==> src/rtl/pc_sequencer_pkg.sv <==
// Shared definitions for the PC stage: next-PC select encodings, FSM states,
// reset/exception addresses and the branch-offset helper.
package pc_sequencer_pkg;

    localparam int unsigned XLEN      = 32;
    localparam int unsigned NPC_SEL_W = 3;
    localparam int unsigned IMM_W     = 16;
    localparam int unsigned JIDX_W    = 26;

    localparam logic [NPC_SEL_W-1:0] NPC_SEL_SEQ    = 3'd0;
    localparam logic [NPC_SEL_W-1:0] NPC_SEL_BRANCH = 3'd1;
    localparam logic [NPC_SEL_W-1:0] NPC_SEL_JUMP   = 3'd2;
    localparam logic [NPC_SEL_W-1:0] NPC_SEL_JR     = 3'd3;
    localparam logic [NPC_SEL_W-1:0] NPC_SEL_ERET   = 3'd4;

    localparam logic [XLEN-1:0] RESET_PC_DEF = 32'h0040_0000;
    localparam logic [XLEN-1:0] EXC_VEC_DEF  = 32'h0040_0004;
    localparam logic [XLEN-1:0] PC_STEP_DEF  = 32'd4;

    typedef enum logic [1:0] {
        PC_IDLE = 2'd0,
        PC_INC  = 2'd1,
        PC_WAIT = 2'd2
    } pc_state_e;

    // Signed word offset turned into a byte offset.
    function automatic logic [XLEN-1:0] branch_offset(input logic [IMM_W-1:0] imm);
        return {{(XLEN-IMM_W-2){imm[IMM_W-1]}}, imm, 2'b00};
    endfunction

endpackage

==> src/rtl/pc_sequencer.sv <==
// Program-counter stage of the multi-cycle core: holds PC/EPC, borrows the
// datapath's shared adder for PC+4 and branch targets, commits on pc_we.
module pc_sequencer
    import pc_sequencer_pkg::*;
#(
    parameter logic [XLEN-1:0] RESET_PC = RESET_PC_DEF,
    parameter logic [XLEN-1:0] EXC_VEC  = EXC_VEC_DEF,
    parameter logic [XLEN-1:0] PC_STEP  = PC_STEP_DEF
) (
    input  logic                 clk_i,
    input  logic                 rst_i,
    input  logic                 fetch_done_i,
    input  logic                 pc_we_i,
    input  logic [NPC_SEL_W-1:0] npc_sel_i,
    input  logic                 branch_taken_i,
    input  logic [IMM_W-1:0]     imm16_i,
    input  logic [JIDX_W-1:0]    jidx_i,
    input  logic [XLEN-1:0]      rs_val_i,
    input  logic                 exc_req_i,
    input  logic [XLEN-1:0]      adder_r_i,
    output logic [XLEN-1:0]      adder_a_o,
    output logic [XLEN-1:0]      adder_b_o,
    output logic [XLEN-1:0]      pc_o,
    output logic [XLEN-1:0]      pc_plus4_o,
    output logic [XLEN-1:0]      epc_o,
    output logic                 npc_ready_o
);

    pc_state_e       state_q;
    logic [XLEN-1:0] pc_q;
    logic [XLEN-1:0] pc_plus4_q;
    logic [XLEN-1:0] epc_q;
    logic            npc_ready_q;
    logic [XLEN-1:0] target_d;

    // Adder operands depend only on state and registers, plus imm16 while waiting.
    always_comb begin
        adder_a_o = pc_q;
        adder_b_o = PC_STEP;
        if (state_q == PC_WAIT) begin
            adder_a_o = pc_plus4_q;
            adder_b_o = branch_offset(imm16_i);
        end
    end

    // Next-PC selection; unused encodings fall back to sequential.
    always_comb begin
        target_d = pc_plus4_q;
        case (npc_sel_i)
            NPC_SEL_BRANCH: target_d = branch_taken_i ? adder_r_i : pc_plus4_q;
            NPC_SEL_JUMP:   target_d = {pc_plus4_q[XLEN-1:XLEN-4], jidx_i, 2'b00};
            NPC_SEL_JR:     target_d = rs_val_i & ~XLEN'(3);
            NPC_SEL_ERET:   target_d = epc_q;
            default:        target_d = pc_plus4_q;
        endcase
    end

    // Exceptions take priority over every other event in the same cycle.
    always_ff @(posedge clk_i or posedge rst_i) begin
        if (rst_i) begin
            state_q     <= PC_IDLE;
            pc_q        <= RESET_PC;
            pc_plus4_q  <= '0;
            epc_q       <= '0;
            npc_ready_q <= 1'b0;
        end else if (exc_req_i) begin
            state_q     <= PC_IDLE;
            epc_q       <= pc_q;
            pc_q        <= EXC_VEC;
            npc_ready_q <= 1'b0;
        end else begin
            case (state_q)
                PC_IDLE: begin
                    if (fetch_done_i) begin
                        state_q <= PC_INC;
                    end
                end
                PC_INC: begin
                    pc_plus4_q  <= adder_r_i;
                    state_q     <= PC_WAIT;
                    npc_ready_q <= 1'b1;
                end
                PC_WAIT: begin
                    if (pc_we_i) begin
                        pc_q        <= target_d;
                        state_q     <= PC_IDLE;
                        npc_ready_q <= 1'b0;
                    end
                end
                default: begin
                    state_q     <= PC_IDLE;
                    npc_ready_q <= 1'b0;
                end
            endcase
        end
    end

    assign pc_o        = pc_q;
    assign pc_plus4_o  = pc_plus4_q;
    assign epc_o       = epc_q;
    assign npc_ready_o = npc_ready_q;

endmodule
==> config.mk <==
export PLATFORM = sky130hd
export DESIGN_NAME = pc_sequencer
export DESIGN_NICKNAME = d
export VERILOG_FILES = /design/src/rtl/pc_sequencer_pkg.sv /design/src/rtl/pc_sequencer.sv
export SDC_FILE = /design/constraint.sdc
export NUM_CORES = 1
export LEC_CHECK = 0
export CAP_MARGIN = 5
export CORE_MARGIN = 4
export CORE_UTILIZATION = 29
export CTS_CLUSTER_DIAMETER = 30
export DETAILED_ROUTE_END_ITERATION = 10
export HOLD_SLACK_MARGIN = 0.08
export PLACE_DENSITY = 0.72
export SYNTH_ARGS = -nofsm -noshare
export SYNTH_HDL_FRONTEND = slang
export SYNTH_SLANG_ARGS = --single-unit
==> constraint.sdc <==
create_clock -name clk_i -period 3.8 [get_ports clk_i]
set_clock_uncertainty 0.1 [all_clocks]
set_input_delay 0.76 -clock clk_i [delete_from_list [all_inputs] [get_ports clk_i]]
set_output_delay 0.76 -clock clk_i [all_outputs]
set_load 0.02 [all_outputs]
# --- Word level (Yosys, flattened, before mapping) ---
# Index checks and enable logic that the tools add are counted.
classes:
  n_eq_ne: 9
  mux: 14
  bitwise: 1
  reduce_logical: 7
ops:
  columns: ["operator", "n"]
  rows:
  - ["$mux W32", 6]
  - ["$pmux W32 S4", 1]
  - ["$reduce_and A2 Y1", 4]
  - ["$eq A3 B2 Y1 const B", 2]
  - ["$mux W2", 3]
  - ["$ne A3 B3 Y1 const B", 2]
  - ["$pmux W2 S3", 1]
  - ["$reduce_bool A2 Y1", 2]
  - ["$eq A3 B1 Y1 const B", 1]
  - ["$eq A3 B3 Y1 const B", 1]
  - ["$pmux W1 S3", 1]
  - ["$eq A2 B1 Y1 const B", 1]
  - ["$eq A2 B2 Y1 const B", 1]
  - ["$logic_not A2 Y1", 1]
  - ["$mux W1", 2]
  - ["$ne A2 B2 Y1 const B", 1]
  - ["$not A1 Y1", 1]
totals:
  reg_bits: 99
  input_bits: 115
  elab_cells: 36

# --- Logic depth before layout (Yosys ltp) ---
logic_depth:
  ltp_word: 5
  depth_mapped: 7
  depth_no_buf: 4

# --- Worst setup path before layout ---
# No wires, ideal clock.
synth_path:
  path_kind: "register -> output"
  startpoint: "register state_q[0]"
  endpoint: "output adder_b_o[18]"
  arrival_time_ps: 1545
  required_ps: 2940
  slack_ps: 1395
  stages_incl_launch_ff: 6
  n_path_buf: 3
  path_cell_list: "dfrtp_1 > nor2b_1 > buf_2 > buf_2 > and2_1 > buf_4"
synth_between:
  elab_chain_len: 2
synth_lines:
  columns: ["element", "line", "rtl"]
  rows:
  - ["from (decl)", "pc_sequencer.sv:29", "pc_state_e state_q;"]
  - ["from (signal assigned)", "pc_sequencer.sv:61", "state_q <= PC_IDLE;"]
  - ["from (signal assigned)", "pc_sequencer.sv:67", "state_q <= PC_IDLE;"]
  - ["from (signal assigned)", "pc_sequencer.sv:75", "state_q <= PC_INC;"]
  - ["$eq A2 B2 Y1", "pc_sequencer.sv:40", "if (state_q == PC_WAIT) begin"]
  - ["$mux W32", "pc_sequencer.sv:40", null]
  - ["to (decl)", "pc_sequencer.sv:22", "output logic [XLEN-1:0] adder_b_o,"]
# No other way between the ends.

# --- Worst setup path after layout ---
layout_path:
  startpoint: "register state_q[0]"
  endpoint: "output adder_b_o[17]"
# Same word-level chain as after synthesis.

==> impl_metrics.py <==
metrics = {
    "run_status": {
        "status": "finished, final reports clean",
    },
    "clock_tree": {
        "htree_levels": 3,
        "cts_tree": "yes",
        "cts_root_buf": "clkbuf_16",
        "postCtsSetupBuffers": 0,
        "ctsResizeCount": 0,
        "insertion_delay_ps": 340,
        "cts_sinks": 99,
        "ctsHoldBuffers": 0,
        "cts_buffer_depth": 2,
        "path_clk_slew_ps": 70,
        "cts_inserted_buffers": 9,
    },
    "floorplanning": {
        "die_w_um": 149,
        "die_h_um": 149,
        "io_pins": 276,
        "rows": 51,
        "die_area_um2": 22300,
        "start_util": 0.296,
        "coreArea_um2": 19600,
    },
    "layout": {
        "num_antenna_cells": 0,
        "postLayoutCoreUtil": 0.459,
        "final_area_um2": 8990,
        "fin_nets": 896,
        "area_growth_pct": 55.1,
        "final_layout_size_suffix_gt1_frac": 0.185,
    },
    "power": {
        "clockPowerShare": 0.316,
        "ir_drop_v": 0.000207,
        "p_sw_mw": 1.04,
        "power_density_nw_per_um2": 376,
        "pwr-share-comb": 0.299,
        "p_seq_frac": 0.386,
        "p_int_mw": 2.34,
        "cellLeakagePower_nw": 3.66,
        "swShare": 0.308,
    },
    "yosys": {
        "synthArstFlopShare": 1.00,
        "synth_edf_count": 0,
        "yosys_warnings": 0,
        "ys_types": 37,
        "synth_seq_cells": 99,
        "yosysSeqAreaShare": 0.428,
        "synthesis.area_um2": 5800,
        "dominantRegCellSynth": "dfrtp_1",
        "synth.avg_cell_area_um2": 10.7,
        "syn_inst": 541,
    },
    "setup_path": {
        "reg2reg_from": "state_q[0]",
        "reg2reg_slack_ps": 1600,
        "critPathCaptureType": "output port",
        "critPathLaunch": "state_q[0]",
        "reg2regPathDepth": 4,
        "startpoint_type": "register",
        "cp_data_arrival_time_ps": 2590,
        "critPathKind": "register to output port",
        "crit_fanout": 17,
        "required_ps": 2940,
    },
    "place": {
        "dp_hpwl_um": 15500,
        "port_buffers": 271,
        "gp_congestion": 0.770,
        "place_area_um2": 8650,
    },
    "sta": {
        "period_share": 0.908,
        "period_minus_slack_ps": 3450,
        "maxSlewViolCount": 0,
        "max-slew-margin-rel": 0.273,
        "hold_viol_final": 0,
        "clock.fmax_mhz": 290,
        "whs_ps": 434,
        "rsz0062_at_grt": "false",
        "final-setup-viol-count": 0,
        "worst-slew-pin-transition_ps": 1090,
        "fin_tns_setup_ps": 0,
    },
    "global_route": {
        "grt_start_max_net_pins": 53,
        "antenna_found_initial": 0,
        "grt_pass1_vias": 5624,
        "grt_overflow": 0,
        "grtUsageTotal": 0.188,
        "grt_pass1_wl_um": 32700,
    },
    "routing": {
        "viasPerCell": 5.06,
        "drtIter0Drc": 222,
        "drtPass1Iterations": 4,
        "drc": 0,
        "ant_nets": 0,
        "wl_per_cell_um": 20.3,
        "routed_wl_um": 21300,
        "routed-via-count": 5317,
    },
    "job": {
        "maxCapViolCount": 0,
    },
    "worst_hold_path": {
        "holdCritStartpoint": "state_q[1]",
        "min_path_cells": 1,
        "holdCritPathClass": "register to register",
    },
}
[final timing paths]
path	end
setup / recovery	adder_b_o[17]
hold / removal	state_q[0]
setup reg to reg	pc_plus4_o[18]
hold reg to reg	state_q[0]
max in group asynchronous	pc_o[8]
min in group asynchronous	pc_plus4_o[19]
[state kept, by name (all words and copies together) (netlist names)]
register     flops
epc_o           32
npc_ready_o      1
pc_o            32
pc_plus4_o      32
state_q          2
[cells in the mapped netlist (2+ instances only)]
master / n / area share
and2_1: 15 / 0.016
buf_2: 24 / 0.021
a22oi_1: 14 / 0.018
nor2b_1: 3 / 0.0032
dfrtp_1: 98 / 0.42
mux2i_1: 38 / 0.066
clkbuf_1: 8 / 0.0052
inv_1: 2 / 0.0013
o21ai_1: 15 / 0.013
o221ai_1: 15 / 0.023
nor4b_1: 2 / 0.0030
nand3_1: 2 / 0.0017
a32o_1: 14 / 0.024
a221oi_1: 2 / 0.0030
a2111oi_0: 12 / 0.018
nand2_1: 46 / 0.030
buf_4: 22 / 0.028
buf_6: 5 / 0.0097
a31oi_1: 2 / 0.0022
mux2_2: 101 / 0.20
nor3_1: 2 / 0.0017
and2b_1: 2 / 0.0026
o32a_1: 2 / 0.0035
o21a_1: 2 / 0.0026
nand2b_1: 17 / 0.018
nor2_1: 32 / 0.021
o21ai_0: 30 / 0.026
a21oi_1: 5 / 0.0043
[worst max-delay path, cell delays in order (launching register included)]
cell	delay [ps]
dfrtp_1	500
nor2b_4	550
and2_1	490
clkdlybuf4s50_1	700
[per-layer routing]
metal  GRT usage  up-vias  routed length [um]
met5           0        -                   0
met4      0.0513        0                 327
met3      0.0407       20                1480
met2       0.318      223               10400
met1       0.243     2628                9140
li1            -     2446                   -
[placed cells by master (no fill, tap or decap), types with 3 or more instances in the layout]
cell / count
nand2b_1: 17
nand2_1: 46
mux2_2: 101
a22oi_1: 14
buf_12: 3
a32o_1: 14
clkdlybuf4s50_1: 267
clkbuf_16: 9
buf_2: 4
dfrtp_1: 98
mux2i_1: 38
bufinv_16: 3
a2111oi_0: 12
nor2_1: 31
a21oi_1: 4
o221ai_1: 15
o21ai_0: 30
o21ai_1: 15
buf_4: 14
and2_1: 15
[power by group through the flow]
| stage | clock, mW | sequential [mW] | combinational (mW) |
|---|---|---|---|
| final | 1.07 | 1.30 | 1.01 |
| after global placement | 0 | 1.32 | 1.01 |
| after detailed placement | 0 | 1.32 | 1.02 |
| after CTS | 1.10 | 1.31 | 1.02 |
| after floorplan | 0 | 1.42 | 0.390 |
| after global routing | 1.14 | 1.33 | 1.08 |
[final cells by class]
cell class | instances | area (um2)
Inverter | 2 | 10.0
Clock buffer | 9 | 225
Clock inverter | 6 | 113
Sequential cell | 99 | 2480
Fill cell | 1865 | 10600
Multi-Input combinational cell | 381 | 2980
Timing Repair Buffer | 288 | 2860
Tap cell | 265 | 332
[cell families after synthesis]
family,count (synthesis),share of synthesized area
compound gates,114,0.139
buf+inv,62,0.0663
flops,99,0.428
mux,139,0.262
other cells,1,0.000647
simple gates,126,0.105
[metrics by stage]
stage | setup slack, ps | total power, mW | std cells
3_5_place_dp | 636 | 2.34 | 1035
3_3_place_gp | 700 | 2.32 | 1035
6_report | 348 | 3.38 | 1050
4_1_cts | 280 | 3.43 | 1050
2_1_floorplan | 351 | 1.81 | 542
5_1_grt | 169 | 3.54 | 1050
(Power assumes the default switching activity.)
